`src/rtl/reset_sequencer.sv`:
```
// reset_sequencer
// Holds every downstream domain in reset for a programmable number of cycles,
// then releases the active-low channel resets one at a time. Each released
// channel gets a bounded window to raise its ready level before a stagger gap
// and the next release. A one-cycle software request replays the whole thing.
module reset_sequencer #(
    parameter int N_CH           = 4,
    parameter int CNT_W          = 16,
    parameter int HOLD_CYCLES    = 65535,
    parameter int STAGGER_CYCLES = 8,
    parameter int TIMEOUT_CYCLES = 1024
) (
    input  logic            clk,
    input  logic            rst,
    input  logic            sw_rst_req,
    input  logic [N_CH-1:0] ch_ready,
    output logic [N_CH-1:0] rst_n,
    output logic            busy,
    output logic            done,
    output logic [N_CH-1:0] timeout_err
);

    // A single channel still needs a one-bit index so the datapath stays uniform.
    localparam int IDX_W = (N_CH > 1) ? $clog2(N_CH) : 1;

    // The counter restarts from zero in every phase, so each phase ends when
    // the counter reaches its length minus one; it never has to wrap.
    localparam logic [CNT_W-1:0] HOLD_LAST    = CNT_W'(HOLD_CYCLES - 1);
    localparam logic [CNT_W-1:0] STAGGER_LAST = CNT_W'(STAGGER_CYCLES - 1);
    localparam logic [CNT_W-1:0] TIMEOUT_LAST = CNT_W'(TIMEOUT_CYCLES - 1);
    localparam logic [IDX_W-1:0] LAST_IDX     = IDX_W'(N_CH - 1);

    typedef enum logic [1:0] {
        S_HOLD,
        S_WAIT,
        S_GAP,
        S_DONE
    } state_t;

    state_t           state;
    logic [IDX_W-1:0] idx;
    logic [IDX_W-1:0] idx_next;
    logic [CNT_W-1:0] cnt;
    logic             chan_ready;
    logic             chan_timeout;

    // Only the channel currently being waited on is looked at; any other
    // ready bit, even one that is already high, has no effect.
    assign idx_next     = idx + IDX_W'(1);
    assign chan_ready   = ch_ready[idx];
    assign chan_timeout = (cnt == TIMEOUT_LAST);

    // Sequencer: restart dominates everything, otherwise walk HOLD -> WAIT/GAP
    // pairs per channel -> DONE. Releases only ever OR bits into rst_n, so a
    // released channel stays released until the next restart.
    always_ff @(posedge clk) begin
        if (rst || sw_rst_req) begin
            state       <= S_HOLD;
            cnt         <= '0;
            idx         <= '0;
            rst_n       <= '0;
            timeout_err <= '0;
            busy        <= 1'b1;
            done        <= 1'b0;
        end else begin
            case (state)
                S_HOLD: begin
                    if (cnt == HOLD_LAST) begin
                        rst_n <= rst_n | N_CH'(1);
                        cnt   <= '0;
                        state <= S_WAIT;
                    end else begin
                        cnt <= cnt + CNT_W'(1);
                    end
                end
                S_WAIT: begin
                    if (chan_ready || chan_timeout) begin
                        // Ready arriving on the last allowed edge still counts
                        // as a clean acknowledge.
                        if (!chan_ready) begin
                            timeout_err <= timeout_err | (N_CH'(1) << idx);
                        end
                        if (idx == LAST_IDX) begin
                            busy  <= 1'b0;
                            done  <= 1'b1;
                            state <= S_DONE;
                        end else begin
                            cnt   <= '0;
                            state <= S_GAP;
                        end
                    end else begin
                        cnt <= cnt + CNT_W'(1);
                    end
                end
                S_GAP: begin
                    if (cnt == STAGGER_LAST) begin
                        idx   <= idx_next;
                        rst_n <= rst_n | (N_CH'(1) << idx_next);
                        cnt   <= '0;
                        state <= S_WAIT;
                    end else begin
                        cnt <= cnt + CNT_W'(1);
                    end
                end
                S_DONE: begin
                    state <= S_DONE;
                end
                default: begin
                    state <= S_HOLD;
                end
            endcase
        end
    end

endmodule

```
`config.mk`:
```
export PLATFORM = sky130hd
export DESIGN_NAME = reset_sequencer
export DESIGN_NICKNAME = d
export VERILOG_FILES = /design/src/rtl/reset_sequencer.sv
export SDC_FILE = /design/constraint.sdc
export NUM_CORES = 1
export LEC_CHECK = 0
export ABC_AREA = 1
export CAP_MARGIN = 15
export CORE_MARGIN = 8
export CORE_UTILIZATION = 58
export DETAILED_ROUTE_END_ITERATION = 10
export PLACE_DENSITY = 0.8
export SETUP_SLACK_MARGIN = 0.3
export SYNTH_ARGS = -nofsm -noshare
export SYNTH_HDL_FRONTEND = slang
export SYNTH_SLANG_ARGS = --single-unit
```
`constraint.sdc`:
```
create_clock -name clk -period 2 [get_ports clk]
set_input_delay 0.2 -clock clk [delete_from_list [all_inputs] [get_ports clk]]
set_output_delay 0.2 -clock clk [all_outputs]
set_load 0.02 [all_outputs]
```
==> impl_results.md, run 1 <==
* Min-delay src: rst_n[0]
* CTS tree: yes
* Setup crit start: cnt[8]
* Sw power at 230.6 µW
* Status: finished clean
* Initial DRC Count at 116
* Sequential area share after synthesis at 0.2852
* Final ANT Viol Nets at 0
* Starting Density at 0.5885
* Hold_ws at about 0.45 ns
* Distinct cell type count after synthesis at 33
* Worst slew margin at 0.8160
* Startpoint Class: register
* Setup Viol. Count Final at 0
* Mapped Nets at 339
* Drt total wl at about 4.8 mm
* Row cnt at 22
* Logic pwr share at 0.039
* Worst-path clk slew at ~0.090 ns
* Filler cell count in the final layout at about 330
* Number of enable flip-flop cells after synthesis at 0
* FF-to-FF Start: cnt[8]
* Switching part of the total at 0.2267
* Syn. warnings at 0
* H-tree depth at 2
* Period utilisation layout at 0.8099
* Power Internal at about 790 µW
* Data required, critical path at between 2 and 2.5 ns
* DR pass1 iterations at 4
* Final Hold Vio Count at 0
* RSZ-0062 raised after global routing: yes
* Die Footprint at 0.005815 mm²
* Critical path arrival at 1.84 ns
* Setup Crit Path Kind: register to register
* Sink Count at 30
* Antenna diodes at 0
* DR DRC count at 0
* Gr usage total at 0.1634
* Pleak at 0.0009794 µW
* Reg2reg setup slack at 0.38 ns
* Post-CTS setup buffers at 0
* Max VDD drop at around 0.00034 V
* Layout cells sized above 1 at 0.1657
* Core ar. at 0.003578 mm²
* Max cap viols at 0
* DR WL/cell at 12.42 µm
* Crit-path max FO at 8
* Dpl hpwl at 3.462 mm
* Vias in the first global route at around 1,900
* Most frequent cell after synthesis: nand2_1
* Pre-CTS setup slack at between 0.1 and 0.15 ns
* First-pass GRT wire length at 8.100 mm
* Final GP Congestion at 0.8633
* Longest Clk Path Bufs at 2
* Area of the mapped netlist at 0.002106 mm²
* Most common flop cell mapped by yosys: dfxtp_1
* Num ports at 17
* Yosys top cell area share at 0.2852
* #FFs+latches synth at 30
* PnR worst setup slack at roughly 0.38 ns
* Die width at 76.26 µm
* Clock power share at 0.370
* Mapped Cells at 317
* Power per cell area at approximately 420 mW/mm²
* Mean Syn Cell Area at 6.643 µm²
* Async set or reset register ratio after synthesis at 0
* Clock skew at 0.005965 ns
* Crit path time final at 1.620 ns
* Fin area at 0.002431 mm²
* Clock Latency Late Sink at 0.33 ns
* Largest net degree at the start of global routing at 25
* Cts hold-fix bufs at 0
* Post-Route Utilization at 0.6794
* Initial antenna violation count at 0
* Top area cells in the synthesized netlist: dfxtp_1 29%, nand2_1 15%, ha_1 8.9%
* Top post-synthesis cells by count: 82 x nand2_1, 43 x nor2_1, 37 x inv_1
* Fmax at 0.6174 GHz
* Worst Hold Class: register to register
* Placed cell area at 0.002292 mm²
* Max Slew Vio Count at 0
* I/O Buffers at 16
* Final setup TNS at 0 ns
* CP Capture Type: register
* Number of CTS-inserted buffers at 5
* Yosys top cell by area: dfxtp_1
* Part of the power in registers at 0.590
* Routed vias/inst at around 5.3
* Slew at the pin closest to its max-slew limit at 0.2750 ns
* Die extent in y at 76.26 µm
* Global route overflow at 0
* Post-layout nets at around 360
* Clock root buffer master: clkbuf_4
* Area Growth Syn to Fin at 15.45%
* Via count at 2,030
-- path summary, 6_finish.rpt --
check	endpoint	cells after the start
hold / removal	rst_n[0]	2
setup reg to reg	cnt[12]	9
setup / recovery	cnt[12]	9
hold reg to reg	rst_n[0]	2
-- sequential cells by signal, indices dropped and copies added (netlist names) --
| name | count |
|---|---|
| idx | 2 |
| timeout_err | 4 |
| cnt | 16 |
| busy | 1 |
| rst_n | 4 |
| state | 2 |
| done | 1 |
-- metrics by stage --
stage                     instances  power, µW
after detailed placement        377      654.3
final                           386       1017
after floorplan                 317      634.9
after global placement          377      653.3
after global routing            386       1067
after CTS                       385       1033
-- timing repair --
action / in CTS / in global routing
pin swaps: 0 / 1
gates cloned: 0 / 1
resized for setup: 5 / 18
setup endpoints to repair: 19 / 21
-- per-layer routing --
| layer | up-vias | track usage | part of all wire |
|---|---|---|---|
| li1 | 1046 | - | - |
| met1 | 906 | 0.1858 | 0.44 |
| met2 | 69 | 0.2793 | 0.48 |
| met3 | 9 | 0.05307 | 0.063 |
| met4 | 0 | 0.05577 | 0.017 |
| met5 | - | 0 | 0 |
-- kinds of logic (layout without fill, tap and decap cells) --
group,after synthesis,after routing,share of synthesized area
adders and majority gates,15,15,0.08913
and+or+nand+nor,183,184,0.4011
xor gates and xnor gates,4,4,0.01664
DFF,30,30,0.2852
AOI/OAI and AO/OA,34,34,0.09923
buffers and inverters,50,70,0.1034
muxes,1,1,0.005347
-- cell type report --
cell class,count,area (µm²),area share
tap,48,60.06,0.02470
timing repair buffer,19,182.7,0.07514
sequential,30,615.6,0.2532
multi-input combinational,238,1346,0.5538
inverter,43,166.4,0.06845
clock inverter,1,5.005,0.002059
clock buffer,7,55.05,0.02265
-- power groups by stage --
stage	combinational (µW)	sequential (µW)	clock, µW
finish	39.8	600	377
global route	43.6	601	423
CTS	39.5	602	391
detailed placement	39.0	615	0
global placement	38.4	615	0
floorplan	20.3	615	0
-- layout by cell type, fill, tap and decap left out, types with 6 or more instances in the layout --
cell             synthesis  routed
nand2_1                 82      79
nor2_1                  43      42
inv_1                   37      37
nand3_1                 32      32
dfxtp_1                 30      22
a21oi_1                 19      19
clkdlybuf4s50_1          0      16
ha_1                    15      13
nand2_2                  6       8
a21oi_2                  7       7
dfxtp_2                  0       6
-- worst max-delay path, cell delays in order (launching register included) --
cell and delay [ns]:
dfxtp_1 0.42, nand2_1 0.12, nor2_1 0.21, nand2_1 0.15, nor2_2 0.16, nand2_4 0.12, inv_4 0.11, nor2_1 0.06
nand3_1 0.09, a21oi_1 0.06
Power figures use the tool's default switching activity.
==> inputs of run 2 (changes only) <==
- clock period: 2 -> 1.6 ns (I/O delays scaled with it)
==> impl_results.md, run 2 (same netlist as run 1, synthesis figures left out) <==
* Slew at the pin closest to its max-slew limit at approximately 0.48 ns
* Worst Hold Class: register to register
* Power per cell area at a little under 500 mW/mm²
* Most frequent cells in the layout: 69 x nand2_1, 30 x inv_1, 28 x nor2_1
* Crit path time final at 1.602 ns
* Pwr Total at 1457 µW
* Crit-path max FO at 8
* Max VDD drop at 0.0004809 V
* Startpoint Class: register
* Setup Crit Path Kind: register to register
* Post-layout nets at 387
* PnR worst setup slack at -0.002252 ns
* Die width at ~76 µm
* Dpl hpwl at 3.977 mm
* DR DRC count at 0
* Critical path, cell by cell: ha_4 -> nand3_1 -> nor2_2 -> nand2_2 -> nand2_4 -> nand3_4 -> nand3_1 -> a21oi_2
* Number of CTS-inserted buffers at 5
* Slowest-stage cell, CP: dfxtp_2
* Clock Latency Late Sink at 0.35 ns
* Final ANT Viol Nets at 0
* Antenna diodes at 0
* Area Growth Syn to Fin at 43.14%
* Initial DRC Count at 269
* Die Footprint at 0.005815 mm²
* I/O Buffers at 16
* Largest reg by FF count: cnt
* Filler cell count in the final layout at 207
* H-tree depth at 2
* Reg2reg setup slack at -0.002 ns
* Initial antenna violation count at 0
* Final GP Congestion at 0.9667
* Largest net degree at the start of global routing at 28
* Row cnt at 22
* Largest registers: cnt (16), rst_n (4), timeout_err (4)
* Layout cells sized above 1 at 0.3918
* Post-Route Utilization at 0.8423
* Period utilisation layout at 1.001
* Drt total wl at 7.312 mm
* Critical path arrival at 1.84 ns
* Status: finished, violations left
* Clock skew at 0.01275 ns
* Die extent in y at 76.26 µm
* Num ports at 17
* Gr usage total at 0.2113
* Worst path max stage delay at between 0.3 and 0.4 ns
* Clock root buffer master: clkbuf_4
* Final Hold Vio Count at 0
* Data required, critical path at 1.84 ns
* Worst-path clk slew at 0.11 ns
* Via count at roughly 2,400
* Failing checks: negative setup slack
* Longest Clk Path Bufs at 2
* Max cap viols at 0
* First-pass GRT wire length at around 10 mm
* Largest register FFs at 16
* Vias in the first global route at 2,292
* DR pass1 iterations at 8
* Sink Count at 30
* Commonest non-fill, non-tap cell in the layout: nand2_1
* CP Capture Type: register
* CTS tree: yes
* Worst slew margin at 0.6827
* Pleak at 0.001257 µW
* Max Slew Vio Count at 0
* Global route overflow at 0
* Starting Density at 0.5885
* Setup Viol. Count Final at 2
* DR WL/cell at approximately 18 µm
* Core ar. at about 0.0036 mm²
* Routed vias/inst at 5.915
* Fmax at roughly 0.62 GHz
* Cts hold-fix bufs at 0
* RSZ-0062 raised after global routing: yes
* CP most frequent cell: nand3_1
run 2: cell types whose count changed in the layout (fill, tap and decap cells not counted), sizes merged, moves of 2 or more:
cell / before / now
nand2: 91 / 93
buf: 3 / 29
clkdlybuf4s50: 16 / 6
dlygate4sd2: 0 / 10
run 2: final timing paths:
check                      start              to  depth (start not counted)
setup / recovery          cnt[0]          cnt[0]                          8
hold reg to reg   timeout_err[2]  timeout_err[2]                          2
setup reg to reg          cnt[0]          cnt[0]                          8
hold / removal    timeout_err[2]  timeout_err[2]                          2
run 2: critical path: cells and delay by family, from the launching register on:
kind            cells  cell delay [ns]
compound gates      1             0.06
fa+ha+maj           1             0.18
flops               1             0.38
simple gates        6             0.86
run 2: per-stage QoR:
| step | std cells | worst slack [ns] | TNS [ns] | hold WS [ns] | instance area (µm²) |
|---|---|---|---|---|---|
| after CTS | 407 | 0.09311 | 0 | 0.4552 | 2700 |
| final | 413 | -0.002252 | -0.003081 | 0.4530 | 3014 |
| after global routing | 413 | -0.07275 | -0.6784 | 0.4713 | 3014 |
| after floorplan | 317 | 0.2175 | 0 | 0.2910 | 2162 |
| after detailed placement | 394 | -0.1101 | -0.7724 | 0.4445 | 2485 |
| after global placement | 394 | -0.06657 | -0.3221 | 0.4335 | 2485 |
run 2: area by class of cell:
class,instances,area (µm²),area share
flip-flops and latches,30,641.9,0.2130
repair buffers,45,385.4,0.1279
clock inverters,1,30.03,0.009963
inverters,43,171.4,0.05687
multi-input cells,240,1674,0.5554
well taps,48,60.06,0.01993
clock buffers,6,51.30,0.01702
run 2: timing repair:
action                                  4_1_cts  5_1_grt
endpoints found under the setup margin       40       30
pin swaps                                     9       18
gates resized for setup                      39       71
gates cloned                                  2        1
setup buffers                                 4        5
run 2: routing by layer:
layer | track usage | share of wire | vias up
met5 | 0 | 0 | -
met4 | 0.1058 | 0.052 | 0
met3 | 0.05189 | 0.075 | 48
met2 | 0.3710 | 0.49 | 133
met1 | 0.2300 | 0.38 | 1152
li1 | - | - | 1110
run 2: where the power goes:
group          total, µW  leakage (µW)  internal (µW)  switching [µW]
Clock                651     0.0000443            363             288
Sequential           739      0.000253            736            3.22
Combinational       66.1      0.000960           30.6            35.6
Total               1460       0.00126           1130             327
==> patch (config.mk and constraints of run 2) <==
Re-encode `state_t` (4 states) as one-hot, 4 bits wide.
--- a/src/rtl/reset_sequencer.sv
+++ b/src/rtl/reset_sequencer.sv
@@ -31,9 +31,9 @@
     localparam logic [IDX_W-1:0] LAST_IDX     = IDX_W'(N_CH - 1);
 
-    typedef enum logic [1:0] {
-        S_HOLD,
-        S_WAIT,
-        S_GAP,
-        S_DONE
+    typedef enum logic [3:0] {
+        S_HOLD = 4'b0001,
+        S_WAIT = 4'b0010,
+        S_GAP  = 4'b0100,
+        S_DONE = 4'b1000
     } state_t;
 
Function: no difference found for any inputs over 10 cycles, from zero or initial values; not proved beyond that.
==> patch against run 2 <==
  * The flow still finishes with violations (negative setup slack)
  * Synthesized area is 0.65% higher
  * Cell area is 2.1% lower
  * Critical path type unchanged
  * Via count is 6.0% lower
  * Critical path depth is 4 higher
  * Total power is 2.7% higher
  * Worst setup slack worse by 0.0083 ns
  * Non-clock buffer count is 2 higher
  * Wire length is 15% lower
  * Sequential cell count is 2 higher
==> patch: results (changes against run 2) <==
cells_and_area:
  nets: 395  # +2.1%
  drive_gt1_share_pct: 36.8  # -2.3 points
outcome:
  status: "finished with violations"
  violations: "negative setup slack"
timing:
  clock_skew_ns: 0.0150  # +0.00227 ns
  fin_tns_setup_ns: -0.0170  # -0.0139 ns
  tightestPinTransition_ns: 0.457  # -0.0183 ns
  finalSetupViolCount: 2  # unchanged
  finalWorstSetupSlack_ns: -0.0105  # -0.00827 ns
placed_design:
  routabilityCongestion: 0.970  # +0.37%
  place_hpwl_mm: 3.75  # -5.6%
worst_setup_path:
  path_max_fanout: 6  # -2
global_route:
  grt_pass1_vias: 2138  # -6.7%
  grt_max_degree: 14  # -50%
  grt_pass1_wl_mm: 9.28  # -9.4%
  grt_use_total_pct: 18.8  # -2.4 points
logic_synthesis:
  synth_seq_area_share_pct: 30.2  # +1.7 points
  synth_nets: 347  # +2.4%
  synth_area_leaders: "dfxtp_1 30%, nand2_1 15%, nor2_1 11%"
  yosysWarningCount: 0  # unchanged
routing:
  drt-pass1-iter-count: 8  # unchanged
  drtIter0Drc: 210  # -22%
  wl_mm: 6.18  # -15%
power_and_ir_drop:
  vdd_ir_drop_max_v: 0.000415  # -14%
  p_leak_nw: 1.23  # -2.2%
[patch: cell count changes in the layout (fill, tap and decap cells not counted), sizes merged, moves of 2 or more]
cell	delta
nor2	+19
o211ai	-3
inv	+6
nand3	-10
dfxtp	+2
nand2	-2
ha	-6
nand4	+3
buf	+2
nor3	+2
o21ai	+4
[patch: cell families after synthesis]
family	synth area share, %
adders and majority gates	5.31
AOI/OAI and AO/OA	10.4
buffers and inverters	11.1
and+or+nand+nor	41.3
DFF	30.2
xor gates and xnor gates	1.65
[patch: stage by stage]
step	worst slack, ns	utilization [%]	hold slack, ns	cells	area, µm²
global placement	0.0584	69.7	0.433	407	2490
floorplan	0.128	-	0.354	331	2170
global route	-0.0886	82.4	0.475	428	2950
detailed placement	0.0170	69.7	0.442	407	2490
finish	-0.0105	82.4	0.454	428	2950
CTS	0.0497	76.4	0.455	422	2730
[patch: cell type report]
class / instances / area [µm²]
multi-input cells: 245 / 1520
flip-flops and latches: 32 / 677
fillers: 229 / 628
repair buffers: 47 / 420
inverters: 48 / 198
well taps: 48 / 60.1
clock buffers: 6 / 41.3
clock inverters: 2 / 35.0
[patch: power breakdown]
| part | switching (mW) | internal (mW) |
|---|---|---|
| combinational | 0.0389 | 0.0358 |
| sequential | 0.00738 | 0.788 |
| clock | 0.298 | 0.327 |
| total | 0.345 | 1.15 |
[patch: final timing paths]
| check | endpoint | slack, ns | cells after the start |
|---|---|---|---|
| worst max-delay path | cnt[10] | -0.01 | 12 |
| worst min-delay path | timeout_err[2] | 0.45 | 2 |
| worst max register to register | cnt[10] | -0.01 | 12 |
| worst min register to register | timeout_err[2] | 0.45 | 2 |
[patch: metal layers]
metal / GRT usage [%] / up-vias / routed length [µm]
li1: - / 1145 / -
met3: 3.54 / 19 / 389
met5: 0 / - / 0
met2: 32.1 / 82 / 3050
met1: 22.5 / 1051 / 2590
met4: 7.12 / 0 / 156
[patch: repair_timing]
action	in CTS	in global routing
setup endpoints to repair	39	32
gates cloned	1	0
setup buffers	6	6
resized for setup	52	50
pin swaps	26	18
[patch: worst max-delay path, stage by stage, from the launching register on]
cell and delay, ns:
dfxtp_4 0.40, inv_2 0.07, ha_4 0.13, nand2_1 0.06
nor2_1 0.16, nand2_1 0.11, nor2_2 0.13, nand2_4 0.10
buf_6 0.15, nand2_2 0.05, nor2_1 0.03, nand2_1 0.07
a21oi_2 0.05
